==> config.mk <==
export PLATFORM = sky130hd
export DESIGN_NAME = interboard_tx_scheduler
export DESIGN_NICKNAME = d
export VERILOG_FILES = /design/src/rtl/interboard_tx_scheduler.sv
export SDC_FILE = /design/constraint.sdc
export NUM_CORES = 1
export LEC_CHECK = 0
export ABC_AREA = 1
export BUFFER_PORTS_ARGS = -buffer_cell sky130_fd_sc_hd__buf_4
export CAP_MARGIN = 30
export CORE_ASPECT_RATIO = 0.7
export CORE_UTILIZATION = 50
export DETAILED_ROUTE_END_ITERATION = 6
export HOLD_SLACK_MARGIN = 0.12
export PLACE_DENSITY = 0.71
export SYNTH_ARGS = -nofsm -noshare
export SYNTH_HDL_FRONTEND = slang
export SYNTH_SLANG_ARGS = --single-unit
==> constraint.sdc <==
create_clock -name clk -period 2.6 [get_ports clk]
set_input_delay 0.13 -clock clk [delete_from_list [all_inputs] [get_ports clk]]
set_output_delay 0.13 -clock clk [all_outputs]
set_load 0.01 [all_outputs]
==> src/rtl/interboard_tx_scheduler.sv <==
// interboard_tx_scheduler: two-port (S priority, G anti-starvation) FIFO scheduler for the interboard sender with timeout retry.
module interboard_tx_scheduler #(
    parameter int DEPTH        = 4,
    parameter int TIMEOUT      = 1023,
    parameter int MAX_RETRY    = 2,
    parameter int STARVE_LIMIT = 3
) (
    input  logic       clk,
    input  logic       rst,
    input  logic       interboard_rst,
    input  logic       sys_en,
    input  logic [2:0] sys_msg_type,
    input  logic [4:0] sys_number,
    input  logic       ctrl_en,
    input  logic [2:0] ctrl_msg_type,
    input  logic [4:0] ctrl_number,
    output logic       tx_valid,
    output logic [2:0] tx_msg_type,
    output logic [4:0] tx_number,
    input  logic       tx_ready,
    input  logic       tx_done,
    output logic       inter_ready,
    output logic       sys_ready,
    output logic       tx_err,
    output logic [1:0] overflow
);
    localparam int AW = $clog2(DEPTH);
    localparam int CW = AW + 1;
    localparam int TW = $clog2(TIMEOUT + 1);
    localparam int RW = $clog2(MAX_RETRY + 2);
    localparam int SW = $clog2(STARVE_LIMIT + 2);
    typedef enum logic [1:0] {IDLE, ISSUE, WAIT_DONE, GAP} state_t;
    state_t state, state_n;
    logic [7:0] s_mem [DEPTH];
    logic [7:0] g_mem [DEPTH];
    logic [AW-1:0] s_wp, s_rp, g_wp, g_rp;
    logic [CW-1:0] s_cnt, g_cnt;
    logic s_full, s_empty, g_full, g_empty, s_push, g_push, s_pop, g_pop;
    logic sel, sel_n;
    logic [TW-1:0] wcnt, wcnt_n;
    logic [RW-1:0] retry, retry_n;
    logic [SW-1:0] starve, starve_n;
    logic [7:0] tx_ent, tx_ent_n;
    logic tx_valid_n, pop, retire, err_n;
    assign s_full  = s_cnt == CW'(DEPTH);
    assign g_full  = g_cnt == CW'(DEPTH);
    assign s_empty = s_cnt == '0;
    assign g_empty = g_cnt == '0;
    assign s_push  = sys_en && !s_full;
    assign g_push  = ctrl_en && !g_full;
    assign s_pop   = pop && !sel;
    assign g_pop   = pop && sel;
    assign {tx_msg_type, tx_number} = tx_ent;
    always_ff @(posedge clk) begin
        if (s_push) s_mem[s_wp] <= {sys_msg_type, sys_number};
        if (g_push) g_mem[g_wp] <= {ctrl_msg_type, ctrl_number};
    end
    // sel=1 means port G owns the transfer; the latched entry is never re-read from the FIFO
    always_comb begin
        state_n    = state;
        sel_n      = sel;
        wcnt_n     = wcnt;
        retry_n    = retry;
        starve_n   = starve;
        tx_ent_n   = tx_ent;
        tx_valid_n = tx_valid;
        pop        = 1'b0;
        retire     = 1'b0;
        err_n      = 1'b0;
        case (state)
            IDLE: if (!s_empty || !g_empty) begin
                sel_n      = s_empty || (starve == SW'(STARVE_LIMIT) && !g_empty);
                tx_ent_n   = sel_n ? g_mem[g_rp] : s_mem[s_rp];
                starve_n   = (!sel_n && !g_empty) ? starve + 1'b1 : '0;
                tx_valid_n = 1'b1;
                state_n    = ISSUE;
            end
            ISSUE: if (tx_ready) begin
                tx_valid_n = 1'b0;
                wcnt_n     = '0;
                state_n    = WAIT_DONE;
            end
            WAIT_DONE: begin
                wcnt_n = wcnt + 1'b1;
                if (tx_done) begin
                    pop     = 1'b1;
                    retire  = 1'b1;
                    retry_n = '0;
                    state_n = IDLE;
                end else if (wcnt_n == TW'(TIMEOUT)) begin
                    if (retry < RW'(MAX_RETRY)) begin
                        retry_n = retry + 1'b1;
                        state_n = GAP;
                    end else begin
                        pop     = 1'b1;
                        retire  = 1'b1;
                        err_n   = 1'b1;
                        retry_n = '0;
                        state_n = IDLE;
                    end
                end
            end
            GAP: begin
                tx_valid_n = 1'b1;
                state_n    = ISSUE;
            end
            default: state_n = IDLE;
        endcase
    end
    always_ff @(posedge clk) begin
        if (rst || interboard_rst) begin
            state       <= IDLE;
            s_wp        <= '0;
            s_rp        <= '0;
            g_wp        <= '0;
            g_rp        <= '0;
            s_cnt       <= '0;
            g_cnt       <= '0;
            sel         <= 1'b0;
            wcnt        <= '0;
            retry       <= '0;
            starve      <= '0;
            tx_ent      <= '0;
            tx_valid    <= 1'b0;
            inter_ready <= 1'b0;
            sys_ready   <= 1'b0;
            tx_err      <= 1'b0;
        end else begin
            state       <= state_n;
            if (s_push) s_wp <= s_wp + 1'b1;
            if (g_push) g_wp <= g_wp + 1'b1;
            if (s_pop) s_rp <= s_rp + 1'b1;
            if (g_pop) g_rp <= g_rp + 1'b1;
            s_cnt       <= s_cnt + CW'(s_push) - CW'(s_pop);
            g_cnt       <= g_cnt + CW'(g_push) - CW'(g_pop);
            sel         <= sel_n;
            wcnt        <= wcnt_n;
            retry       <= retry_n;
            starve      <= starve_n;
            tx_ent      <= tx_ent_n;
            tx_valid    <= tx_valid_n;
            inter_ready <= retire && sel;
            sys_ready   <= retire && !sel;
            tx_err      <= err_n;
        end
    end
    // overflow survives a peer restart; only a full reset clears it
    always_ff @(posedge clk) begin
        if (rst) overflow <= 2'b00;
        else if (!interboard_rst) overflow <= overflow | {ctrl_en && g_full, sys_en && s_full};
    end
endmodule

==> results.py <==
metrics = {
    "clocking": {
        "clockBufferDepth": 2,
        "cts_max_level": 4,
        "clkTransAtPathRegs_ns": 0.05,
        "insertion_delay_ns": 0.41,
        "cts-root-buf": "clkbuf_16",
        "cts.sinks": 114,
        "cts_tree": "done",
        "cts_buffers": 17,
    },
    "run_status": {
        "status": "finished, final reports clean",
    },
    "worst_setup_path": {
        "critPathLaunch": "wcnt[0]",
        "worst_setup_path_end_kind": "flop",
        "cp-start-kind": "flop",
        "critical_path_arrival_ns": 2.85,
        "worst_r2r_path_depth": 16,
        "worstPathRequired_ns": 2.89,
        "path_max_fanout": 5,
        "critPathKind": "flop to flop",
        "r2r-start": "wcnt[0]",
    },
    "floorplanning": {
        "start_util_pct": 51.6,
        "core_sq_mm": 0.00972,
        "die_y_microns": 85.8,
        "dieArea_sq_mm": 0.0104,
        "die_w_microns": 122,
        "io_pins": 37,
        "row_count": 30,
    },
    "place": {
        "place_inst": 673,
        "place.gp.congestion": 0.844,
        "io_buffers": 36,
        "dp_hpwl_mm": 6.81,
    },
    "sta": {
        "rsz0062_at_grt": "true",
        "finalHoldViolCount": 0,
        "period_share_pct": 98.5,
        "slew_headroom_pct": 54.3,
        "fmax_ghz": 0.390,
        "min_period_ns": 2.56,
        "clock_skew_ns": 0.00695,
        "fin_hold_ws_ns": 0.219,
        "drv_slew": 0,
        "worst_slew_pin_slew_ns": 0.683,
        "setup-violations-final": 0,
    },
    "synth": {
        "synth_warnings": 0,
        "synthesis.nets": 547,
        "synthTopCellsByCount": "nor2_1 (74), nand2_1 (65), edfxtp_1 (64)",
        "syn_area_per_cell_sq_um": 9.99,
        "ys_seq_area_share_pct": 58.3,
        "synth-compound-area-share_pct": 11.7,
        "synth_mux_area_share_pct": 1.60,
        "syn_area_sq_mm": 0.00501,
        "synth_area_leaders": "edfxtp_1 (38%), dfxtp_1 (20%), nor2_1 (5.5%)",
        "synth_edf_count": 64,
        "synth_most_common_cell": "nor2_1",
        "synthCells": 502,
        "synth-seq-cells": 114,
        "synth_xor_area_share_pct": 0.699,
        "synth_top_family_by_area": "simple AND/OR/NAND/NOR gates",
        "synth.top_cell.area_share_pct": 38.3,
        "ys_dominant_reg_cell": "edfxtp_1",
        "yosysUniqueCellTypes": 34,
        "synth-simple-area-share_pct": 15.8,
        "synth_top_area_cell": "edfxtp_1",
        "async_flop_share_pct": 0,
        "synth_fa_ha_area_share_pct": 5.79,
    },
    "routing": {
        "drtIter0Drc": 295,
        "first_pass_iters": 6,
        "remaining_drc_errors": 0,
        "routedWlPerCell_microns": 14.6,
        "avgViaCountPerCell": 5.21,
        "postRouteAntennaNets": 0,
        "vias": 3820,
        "wl_mm": 10.7,
    },
    "power": {
        "p_leak_nw": 2.48,
        "clockPowerShare_pct": 52.6,
        "max-vdd-ir-drop_v": 0.000552,
        "p_comb_share_pct": 7.4,
        "p_sw_mw": 1.06,
        "power_density_mw_per_mm2": 755,
        "p_sw_share_pct": 21.3,
        "internal-power_mw": 3.90,
        "pwr-share-seq_pct": 40.0,
    },
    "grt": {
        "antenna_found_initial": 0,
        "grt_pass1_wl_mm": 17.0,
        "track_usage_pct": 21.8,
        "grt_max_degree": 19,
        "overflow": 0,
        "grt_pass1_vias": 3485,
    },
    "hold_path": {
        "worst_hold_startpoint": "sys_en",
        "hold_class": "input port to flop",
        "min_path_cells": 4,
    },
    "finish": {
        "final_cells": 733,
        "antennaDiodeCount": 0,
        "syn_to_final_growth_pct": 31.1,
        "regArea_sq_mm": 0.00293,
        "multiInputGateArea_sq_mm": 0.00187,
        "final_util_pct": 67.6,
        "n_fill_cell": 693,
        "num-nets-final": 637,
        "drive_gt1_share_pct": 22.8,
    },
    "run": {
        "maxCapViolCount": 0,
    },
}
[metrics by stage]
stage	area, sq um	power (mW)	TNS [ns]	worst slack (ns)
2_1_floorplan	5010	2.22	0	0.0357
3_3_place_gp	5540	2.34	0	0.00500
3_5_place_dp	5540	2.35	-0.0866	-0.0866
4_1_cts	6460	4.98	0	0.0172
5_1_grt	6580	5.10	-0.216	-0.0774
6_report	6580	4.96	0	0.0384
[sequential cells by signal, summed over array words and instances (netlist names), 2 cells and up, named ones only]
| name | cells |
|---|---|
| overflow | 2 |
| g_wp | 2 |
| g_rp | 2 |
| s_mem | 32 |
| starve | 3 |
| s_wp | 2 |
| retry | 2 |
| tx_ent | 8 |
| s_rp | 2 |
| state | 2 |
| g_mem | 32 |
| wcnt | 10 |
| s_cnt | 3 |
| g_cnt | 3 |
[power groups by stage]
stage / clock, mW / combinational (mW) / sequential, mW
finish: 2.61 / 0.366 / 1.99
global route: 2.71 / 0.405 / 1.99
CTS: 2.64 / 0.357 / 1.99
detailed placement: 0 / 0.326 / 2.02
global placement: 0 / 0.317 / 2.02
floorplan: 0 / 0.195 / 2.02
[timing repair]
item,4_1_cts,5_1_grt
endpoints found under the hold margin,71,0
setup endpoints to repair,2,4
hold buffers,23,0
pin swaps,1,12
setup buffers,1,4
gates resized for setup,7,26
[worst max-delay path, stage by stage, from the launching register on]
cell and delay [ns]:
dfxtp_4 0.36, ha_4 0.16, nand2_2 0.12, nand2_1 0.10
nor2_2 0.16, nand3_1 0.09, nor2_1 0.10, nand4_1 0.10
nand2_2 0.12, nand3_2 0.09, inv_2 0.08, ha_4 0.19
inv_2 0.06, ha_4 0.12, inv_2 0.03, fa_2 0.51
nor2_1 0.04
[final timing paths]
kind | end | slack (ns)
setup / recovery | g_cnt[1] | 0.04
hold / removal | s_wp[0] | 0.22
setup reg to reg | g_cnt[1] | 0.04
hold reg to reg | tx_valid | 0.46
[area by class of cell]
class | instances | area share (%)
Multi-Input combinational cell | 310 | 28.4
Clock inverter | 14 | 3.60
Sequential cell | 114 | 44.6
Tap cell | 128 | 2.44
Inverter | 63 | 3.63
Clock buffer | 18 | 6.53
Timing Repair Buffer | 86 | 10.8
[metal layers]
metal  GRT usage, %  vias up  wire length (microns)
li1               -     1894                      -
met1           30.6     1810                   5110
met2           32.2      108                   4850
met3           6.58        8                    641
met4           7.18        0                     89
met5              0        -                      0
[layout by cell type (no fill, tap or decap), drive strengths merged, types with 2 or more instances in the layout]
| cell type | instances |
|---|---|
| o221ai | 8 |
| fa | 2 |
| nand4 | 6 |
| xor2 | 3 |
| ha | 20 |
| nor3 | 4 |
| o32ai | 8 |
| o211ai | 8 |
| inv | 61 |
| o21ai | 30 |
| buf | 63 |
| edfxtp | 64 |
| nor2 | 78 |
| bufinv | 6 |
| clkinv | 9 |
| a21oi | 42 |
| dlygate4sd3 | 23 |
| nand3 | 17 |
| mux2i | 8 |
| dfxtp | 50 |
| nand2 | 71 |
| clkbuf | 18 |
[cell families after synthesis]
group	Yosys count
simple gates	178
flops	114
compound gates	98
buf+inv	78
fa+ha+maj	22
mux	8
xor+xnor	4
Note: power is estimated with default switching activity, not from simulation.
